==> src/rtl/hazard_pkg.sv <==
// Shared constants for the issue-hazard scoreboard: register index width,
// the default maximum result latency and the latencies of the standard
// execution units.
package hazard_pkg;

  localparam int NUM_REGS_DEF = 32;
  localparam int REG_IDX_W    = 5;
  localparam int MAX_LAT_DEF  = 4;
  localparam int CNT_W_DEF    = $clog2(MAX_LAT_DEF + 1);

  // Result latency per execution unit (0 = forwarded from the ALU path)
  localparam logic [CNT_W_DEF-1:0] LAT_ALU  = CNT_W_DEF'(0);
  localparam logic [CNT_W_DEF-1:0] LAT_LOAD = CNT_W_DEF'(1);
  localparam logic [CNT_W_DEF-1:0] LAT_MUL  = CNT_W_DEF'(3);
  localparam logic [CNT_W_DEF-1:0] LAT_DIV  = CNT_W_DEF'(MAX_LAT_DEF);

endpackage

==> src/rtl/sb_counter.sv <==
// One scoreboard entry: a countdown of cycles until the register's pending
// result becomes forwardable. Clear (squash) beats load, load beats the
// free-running decrement, and the count never wraps below zero.
module sb_counter
  import hazard_pkg::*;
#(
  parameter int CNT_W = CNT_W_DEF
) (
  input  logic             clk,
  input  logic             rst,
  input  logic             load_i,
  input  logic [CNT_W-1:0] load_val_i,
  input  logic             clear_i,
  output logic             busy_o
);

  logic [CNT_W-1:0] cnt_q, cnt_d;
  logic             busy_q;

  // Next count: squash, new producer, or one step closer to ready
  always_comb begin
    cnt_d = cnt_q;
    if (clear_i) begin
      cnt_d = '0;
    end else if (load_i) begin
      cnt_d = load_val_i;
    end else if (cnt_q != '0) begin
      cnt_d = cnt_q - CNT_W'(1);
    end
  end

  // Count and its registered nonzero flag, dropped at once on reset
  always_ff @(posedge clk or negedge rst) begin
    if (!rst) begin
      cnt_q  <= '0;
      busy_q <= 1'b0;
    end else begin
      cnt_q  <= cnt_d;
      busy_q <= (cnt_d != '0);
    end
  end

  assign busy_o = busy_q;

endmodule

==> src/rtl/hazard_scoreboard.sv <==
// Issue-hazard controller between Decode and Execute. Tracks, per register,
// how many cycles remain until its in-flight result can be forwarded, and
// stalls issue on RAW and WAW hazards against those entries. A taken branch
// squashes the entry created by the instruction issued one cycle earlier.
module hazard_scoreboard
  import hazard_pkg::*;
#(
  parameter int NUM_REGS   = NUM_REGS_DEF,
  parameter int REG_ADDR_W = REG_IDX_W,
  parameter int MAX_LAT    = MAX_LAT_DEF,
  parameter int CNT_W      = $clog2(MAX_LAT + 1),
  parameter int PERF_W     = 32
) (
  input  logic                  clk,
  input  logic                  rst,
  input  logic                  issue_valid_i,
  input  logic [REG_ADDR_W-1:0] issue_rs1_i,
  input  logic                  issue_rs1_used_i,
  input  logic [REG_ADDR_W-1:0] issue_rs2_i,
  input  logic                  issue_rs2_used_i,
  input  logic [REG_ADDR_W-1:0] issue_rd_i,
  input  logic                  issue_rd_we_i,
  input  logic [CNT_W-1:0]      issue_lat_i,
  input  logic                  flush_i,
  output logic                  issue_stall_o,
  output logic                  issue_fire_o,
  output logic [NUM_REGS-1:0]   pending_mask_o,
  output logic [PERF_W-1:0]     stall_count_o
);

  localparam int IDX_SPAN = 1 << REG_ADDR_W;

  // x0 and indices beyond the register file never own an entry
  function automatic logic tracked(input logic [REG_ADDR_W-1:0] idx);
    return (idx != '0) && (int'(idx) < NUM_REGS);
  endfunction

  logic [NUM_REGS-1:0]   busy;
  logic [IDX_SPAN-1:0]   busy_span;
  logic                  src_haz, waw_haz, alloc;
  logic [CNT_W-1:0]      lat_clamped;
  logic                  last_valid_q, last_valid_d;
  logic [REG_ADDR_W-1:0] last_rd_q, last_rd_d;
  logic [PERF_W-1:0]     stall_cnt_q, stall_cnt_d;

  assign busy[0]   = 1'b0;
  assign busy_span = IDX_SPAN'(busy);

  // Hazard detection on pre-edge entries, then the issue handshake
  always_comb begin
    src_haz = (issue_rs1_used_i && tracked(issue_rs1_i) && busy_span[issue_rs1_i]) ||
              (issue_rs2_used_i && tracked(issue_rs2_i) && busy_span[issue_rs2_i]);
    waw_haz = issue_rd_we_i && tracked(issue_rd_i) && busy_span[issue_rd_i];
    issue_stall_o = issue_valid_i && (src_haz || waw_haz);
    issue_fire_o  = issue_valid_i && !issue_stall_o && !flush_i;
    lat_clamped   = (int'(issue_lat_i) > MAX_LAT) ? CNT_W'(MAX_LAT) : issue_lat_i;
    alloc         = issue_fire_o && issue_rd_we_i && tracked(issue_rd_i) &&
                    (issue_lat_i != CNT_W'(LAT_ALU));
  end

  // One countdown per tracked register; x0 has none
  for (genvar r = 1; r < NUM_REGS; r++) begin : g_entry
    sb_counter #(
      .CNT_W(CNT_W)
    ) u_cnt (
      .clk       (clk),
      .rst       (rst),
      .load_i    (alloc && (issue_rd_i == REG_ADDR_W'(r))),
      .load_val_i(lat_clamped),
      .clear_i   (flush_i && last_valid_q && (last_rd_q == REG_ADDR_W'(r))),
      .busy_o    (busy[r])
    );
  end

  // Remember the entry just created so a flush next cycle can squash it
  always_comb begin
    last_valid_d = alloc;
    last_rd_d    = issue_rd_i;
    stall_cnt_d  = stall_cnt_q;
    if (issue_stall_o && (stall_cnt_q != '1)) begin
      stall_cnt_d = stall_cnt_q + PERF_W'(1);
    end
  end

  // Squash tracking and the saturating stall counter
  always_ff @(posedge clk or negedge rst) begin
    if (!rst) begin
      last_valid_q <= 1'b0;
      last_rd_q    <= '0;
      stall_cnt_q  <= '0;
    end else begin
      last_valid_q <= last_valid_d;
      last_rd_q    <= last_rd_d;
      stall_cnt_q  <= stall_cnt_d;
    end
  end

  assign pending_mask_o = busy;
  assign stall_count_o  = stall_cnt_q;

endmodule

==> config.mk <==
export PLATFORM = sky130hd
export DESIGN_NAME = hazard_scoreboard
export DESIGN_NICKNAME = d
export VERILOG_FILES = /design/src/rtl/hazard_pkg.sv /design/src/rtl/sb_counter.sv /design/src/rtl/hazard_scoreboard.sv
export SDC_FILE = /design/constraint.sdc
export NUM_CORES = 1
export LEC_CHECK = 0
export ABC_AREA = 1
export BUFFER_PORTS_ARGS = -buffer_cell sky130_fd_sc_hd__buf_2
export CAP_MARGIN = 25
export CORE_MARGIN = 10
export CORE_UTILIZATION = 41
export CTS_BUF_LIST = sky130_fd_sc_hd__clkbuf_8
export DETAILED_ROUTE_END_ITERATION = 8
export SLEW_MARGIN = 20
export SYNTH_ARGS = -nofsm -noshare
export SYNTH_HDL_FRONTEND = slang
export SYNTH_SLANG_ARGS = --single-unit
==> constraint.sdc <==
create_clock -name clk -period 6 [get_ports clk]
set_input_delay 1.2 -clock clk [delete_from_list [all_inputs] [get_ports clk]]
set_output_delay 1.2 -clock clk [all_outputs]
set_load 0.02 [all_outputs]
Yosys cells after proc, flatten, opt, wreduce, memory -nomap -nowiden
Index checks and enable logic that the tools add are counted.
- bits in registers: 162
- word-level logic and storage cells: 410
- output and inout port bits: 66
- input port bits: 25
- reduce and logical (&&, ||, !) cells: 146
- order comparisons: 4
- add/subtract/negate cells: 32
- equality and inequality tests: 63
- multiplexer cells: 100
- operators with widths (operator ; number):
    3-bit two-way mux ; 94
    3-bit nonzero test ; 63
    5-bit equality test, second input constant ; 32
    3-bit by 1-bit subtractor with 3-bit output, second input constant ; 31
    5-bit by 4-bit equality test with 1-bit output, second input constant ; 16
    1-bit logical AND ; 76
    5-bit by 3-bit equality test with 1-bit output, second input constant ; 8
    32-bit by 1-bit adder with 32-bit output, second input constant ; 1
    32-bit inequality test, second input constant ; 1
    5-bit by 2-bit equality test with 1-bit output, second input constant ; 4
    5-bit by 6-bit less-than comparator with 1-bit output, second input constant ; 3
    1-bit binary-select mux with 5-bit select ; 3
    5-bit nonzero test ; 3
    5-bit by 1-bit equality test with 1-bit output, second input constant ; 2
    3-bit > comparator, second input constant ; 1
    1-bit two-way mux ; 3
    1-bit zero test ; 2
    1-bit logical OR ; 2

Logic depth before layout (Yosys ltp)
- depth after elaboration: 16
- mapped depth: 19
- gate-level depth less buffers: 18

Cells and area by module
A second synthesis with hierarchy kept.
- cell total of the unflattened synthesis: 1809
- area, all modules: 12011.5 um2
- by module, submodules not included (module ; area an instance (um2) ; times used ; sequential area each (um2) ; cells each):
    sb_counter at g_entry[10].u_cnt ... ; 256.5 ; 30 ; 100.1 ; 36
    hazard_scoreboard ; 4060.1 ; 1 ; 950.9 ; 694
    sb_counter at g_entry[1].u_cnt ; 256.5 ; 1 ; 100.1 ; 35

Worst setup path before layout
No wires, ideal clock.
- kind: input to output
- start: input port issue_rd_i[0]
- end: output port issue_fire_o
- stages: 13
- data arrival time: 2.529 ns
- slack: 2.271 ns
- buffers on the path: 4
- path through: buf_6 buf_6 nand2_2 nor2_1 a21oi_1 nand2_1 a21oi_1 nand2_1 nand2_1 nand3_2 nor2_4 buf_6 buf_4
- cells in the longest elaborated chain, start to end: 8
- ends and longest elaborated chain (item ; line ; RTL):
    start, declared ; hazard_scoreboard.sv:21 ; input logic [REG_ADDR_W-1:0] issue_rd_i,
    1-bit binary-select mux with 5-bit select or 5-bit nonzero test (tied branches) ; hazard_scoreboard.sv:53, hazard_scoreboard.sv:35 ;
    1-bit two-way mux (not written as such) or 1-bit logical AND (tied branches) ; hazard_scoreboard.sv:53 ; waw_haz = issue_rd_we_i && tracked(issue_rd_i) && busy_span[issue_rd_i];
    1-bit logical AND * ; hazard_scoreboard.sv:53 ;
    1-bit logical OR * ; hazard_scoreboard.sv:54 ; issue_stall_o = issue_valid_i && (src_haz || waw_haz);
    1-bit logical AND * ; hazard_scoreboard.sv:54 ;
    1-bit zero test * ; hazard_scoreboard.sv:55 ; issue_fire_o = issue_valid_i && !issue_stall_o && !flush_i;
    1-bit logical AND * (2 in a row) ; hazard_scoreboard.sv:55 ;
    end, declared ; hazard_scoreboard.sv:26 ; output logic issue_fire_o,
Mark *: on every way between the ends. The rest lies on a longest branch, timed or not. The select of a mux whose other input is x is not followed.

Worst setup path after layout
- start: input port issue_rd_i[4]
- end: output port issue_stall_o
- cells in the longest elaborated chain, start to end: 5
- ends and longest elaborated chain (item ; line ; RTL):
    1-bit binary-select mux with 5-bit select or 5-bit nonzero test (tied branches) ; hazard_scoreboard.sv:53, hazard_scoreboard.sv:35 ;
    1-bit two-way mux (not written as such) or 1-bit logical AND (tied branches) ; hazard_scoreboard.sv:53 ;
    1-bit logical AND * ; hazard_scoreboard.sv:53 ;
    1-bit logical OR * ; hazard_scoreboard.sv:54 ;
    1-bit logical AND * ; hazard_scoreboard.sv:54 ;
    end, declared ; hazard_scoreboard.sv:25 ; output logic issue_stall_o,
Marks and branches as above.

==> run summary <==
The run finished with clean final reports. For this run, the share of the core covered by cells in the final layout is 44.98%. The area of the core came out at 0.02778 mm^2. For the worst setup path, the data arrival time is 3.04 ns. The fraction of registers with async set/reset came out at 100.0%. Yosys mapped a number of flops with a built-in enable equal to 0. The count of buffers added on input and output ports is 89. Measured against its own limit, the worst slew margin works out to 44.78%. The number of buffers added to fix hold violations after cts came out at 0. In the final layout, flip-flops and latches occupy 0.004054 mm^2. The number of setup buffers added after CTS is 0. The worst ir drop on vdd came out at 0.2483 mV. In this run the worst path has a maximum fanout of 18. The worst setup path is captured at a primary output.

The area growth from synthesis to layout is 8.084%. After routing, the total negative slack on setup checks comes to 0 ns. The DRC violation count after routing is 0. The die width is 187.9 um.

At the worst endpoint, the required time is 4.80 ns. The aggregate routed wire length is 31.53 mm. The initial antenna violation count is 3. In this run the static leakage power is 6.770 nW. The row count is 61.

The root buffer selected by CTS is sky130_fd_sc_hd__clkbuf_8. The CTS buffer count is 17. The H-tree was split into 4 levels. The number of max-slew violations in the final report is 0.

The final routed wire length divided by cell count came out at 15.18 um. The power density over cell area came out at 455.9 mW/mm^2. The first global-routing pass estimated 51.45 mm of wire. The clock transition time at the flip-flop clock pins of the worst setup and hold paths is 0.12 ns.

The highest clock frequency the design can meet came out at 0.2361 GHz. The clock tree skew after final layout came out at 0.04325 ns. The count of synthesis-stage warnings from yosys is 0.

The final number of setup-violating endpoints is 0. The clock tree from TritonCTS is built. Counting along the longest clock path gives a buffer depth of 2. The slew of the pin with the lowest slew margin is 0.8283 ns. The worst setup path is launched from an input pin. The total congestion overflow is 0.

The area taken by multi-input logic gates is 0.005831 mm^2. The minimum clock period after layout came out at 4.236 ns. The count of boundary I/O pins came out at 91. The final weighted congestion of routability-driven global placement is 0.9274. The final hold violation count came to 0. The fraction of layout instances using a drive strength above 1 is 8.486%. Summing over every cut layer, the via total after detailed routing is 10480. The number of global-route vias before repair is 10030. The post-synthesis net count came out at 1742. The post-synthesis register bit count came out at 162. The type of the worst setup path is input pin to primary output. The final net count came out at 1772. The clock latency reported for the late side of the worst-skew pair is 0.50 ns.

The max capacitance violation total is 0. In the finished design, the share of the clock period the worst path needs comes to 70.59%. The starting density of the core came out at 41.62%. The overall die area is 0.03532 mm^2. The routed via count divided by cell count came out at 5.047. In the synthesized netlist, the number of instances is 1654.

The average size of a mapped cell is 6.991 um^2. The count of nets left with antenna violations once routing finished came out at 0. Of the synthesized area, sequential elements account for 35.06%.

The layout filler cell count is 2940. In this run, distinct cell masters in the synthesized netlist total 33. The worst min-delay path category is flip-flop to flip-flop. The detailed placer's ending HPWL came out at 23.34 mm.

The largest net degree at the start of global routing is 126. The post-synthesis instance area came out at 0.01156 mm^2. The die outline height came out at 187.9 um. The count of clock tree sinks came out at 162.

Global routing consumed, over all layers together, 17.75% of the routing resources. Once the clock tree was built, the resizer swapped 0 gates to a different size. Setup repair after global routing left no endpoint under its margin. The first detailed-routing pass ran for 8 iterations.

For this run, the leading register cell type out of synthesis is sky130_fd_sc_hd__dfrtp_1. The first-iteration detailed-routing DRC count came out at 899.
## final timing paths
path / start / to / slack (ns) / depth (start not counted)
min in group asynchronous: rst / g_entry[18].u_cnt.cnt_q[2] / 0.72 / 1
max in group asynchronous: rst / stall_count_o[26] / 4.16 / 2
worst max register to register: g_entry[8].u_cnt.busy_o / g_entry[31].u_cnt.busy_o / 3.13 / 14
worst max-delay path: issue_rd_i[4] / issue_stall_o / 1.76 / 12
worst min register to register: stall_count_o[7] / stall_count_o[7] / 0.52 / 1
worst min-delay path: stall_count_o[7] / stall_count_o[7] / 0.52 / 1
## cell families after synthesis
family / after synthesis / synth area share (%)
AOI/OAI and AO/OA: 69 / 3.052
xor gates and xnor gates: 92 / 6.969
adders and majority gates: 63 / 6.817
buffers and inverters: 397 / 14.64
DFF: 162 / 35.06
other: 1 / 0.03243
and+or+nand+nor: 870 / 33.43
## cells in the mapped netlist, types with 6 or more instances
| cell | instances | area share [%] |
|---|---|---|
| sky130_fd_sc_hd__nand2_1 | 405 | 13 |
| sky130_fd_sc_hd__inv_1 | 303 | 9.8 |
| sky130_fd_sc_hd__nand3_1 | 198 | 8.6 |
| sky130_fd_sc_hd__dfrtp_1 | 162 | 35 |
| sky130_fd_sc_hd__nor2_1 | 119 | 3.9 |
| sky130_fd_sc_hd__nand4_1 | 100 | 5.4 |
| sky130_fd_sc_hd__xor2_1 | 83 | 6.3 |
| sky130_fd_sc_hd__ha_1 | 63 | 6.8 |
| sky130_fd_sc_hd__buf_4 | 42 | 2.7 |
| sky130_fd_sc_hd__o21ai_0 | 40 | 1.7 |
| sky130_fd_sc_hd__nor3_1 | 26 | 1.1 |
| sky130_fd_sc_hd__clkbuf_1 | 22 | 0.71 |
| sky130_fd_sc_hd__buf_2 | 18 | 0.78 |
| sky130_fd_sc_hd__a21oi_1 | 13 | 0.56 |
| sky130_fd_sc_hd__o21ai_1 | 13 | 0.56 |
| sky130_fd_sc_hd__nor4_1 | 10 | 0.54 |
| sky130_fd_sc_hd__xnor2_1 | 9 | 0.68 |
| sky130_fd_sc_hd__inv_2 | 6 | 0.19 |
## cell type report
cell class              count  area share [%]
multi-input cells        1095           46.66
inverters                 311           9.341
diodes                      2         0.04005
repair buffers             97           4.225
clock buffers              17           1.872
well taps                 378           3.785
clock inverters            15           1.642
flip-flops and latches    162           32.44
## power breakdown
group	internal [W]	total [W]	leakage, nW	switching [W]
combinational	0.00107	0.00294	4.66	0.00187
sequential	0.00156	0.00187	1.89	0.000314
clock	0.000367	0.000887	0.221	0.000520
total	0.00299	0.00570	6.77	0.00270
## through the flow
step	hold slack, ns	worst slack [ns]	total power [W]	cells	instance area [um^2]
final	0.5203	1.765	0.005697	2077	12500
after global routing	0.5438	1.574	0.006349	2075	12490
after CTS	0.5251	1.788	0.005743	2075	12490
after detailed placement	0.5058	1.770	0.004833	2043	12050
after global placement	0.5021	1.818	0.004751	2043	12050
after floorplan	0.6029	2.271	0.004170	1654	11560
## critical path, cell delays in order
cell and delay (ns):
sky130_fd_sc_hd__buf_2 0.32, sky130_fd_sc_hd__clkinv_1 0.49, sky130_fd_sc_hd__nand2_1 0.19, sky130_fd_sc_hd__nor2_1 0.06, sky130_fd_sc_hd__nand2_1 0.05, sky130_fd_sc_hd__nor2_1 0.04, sky130_fd_sc_hd__nor2_1 0.08, sky130_fd_sc_hd__nand2_1 0.07
sky130_fd_sc_hd__nand3_2 0.11, sky130_fd_sc_hd__nand2_1 0.08, sky130_fd_sc_hd__inv_2 0.13, sky130_fd_sc_hd__buf_2 0.19
## cells in the final DEF (no fill, tap or decap), types with 6 or more instances in the layout
master and n:
sky130_fd_sc_hd__nand3_1 198, sky130_fd_sc_hd__nor2_1 119, sky130_fd_sc_hd__nor4_1 10, sky130_fd_sc_hd__inv_1 303, sky130_fd_sc_hd__o21ai_1 13, sky130_fd_sc_hd__clkbuf_8 17, sky130_fd_sc_hd__nand4_1 100, sky130_fd_sc_hd__o21ai_0 40
sky130_fd_sc_hd__buf_2 88, sky130_fd_sc_hd__nand2_1 405, sky130_fd_sc_hd__dfrtp_1 162, sky130_fd_sc_hd__buf_4 6, sky130_fd_sc_hd__nor3_1 26, sky130_fd_sc_hd__a21oi_1 13, sky130_fd_sc_hd__ha_1 63, sky130_fd_sc_hd__xnor2_1 9
sky130_fd_sc_hd__inv_8 6, sky130_fd_sc_hd__xor2_1 83, sky130_fd_sc_hd__inv_2 6
## flip-flops by register name, summed over array words and instances, names as in the netlist
register / cells
g_entry.u_cnt.cnt_q: 93
last_rd_q: 5
last_valid_q: 1
stall_count_o: 32
g_entry.u_cnt.busy_o: 31
## layer usage
layer  track usage, %  vias up  wire, um
met5                0        -        17
met4            5.477        2       634
met3            3.488       39      2372
met2            28.64      343     14200
met1            23.42     4858     14310
li1                 -     5240         -
No activity file was read; power rests on OpenSTA's default activity.
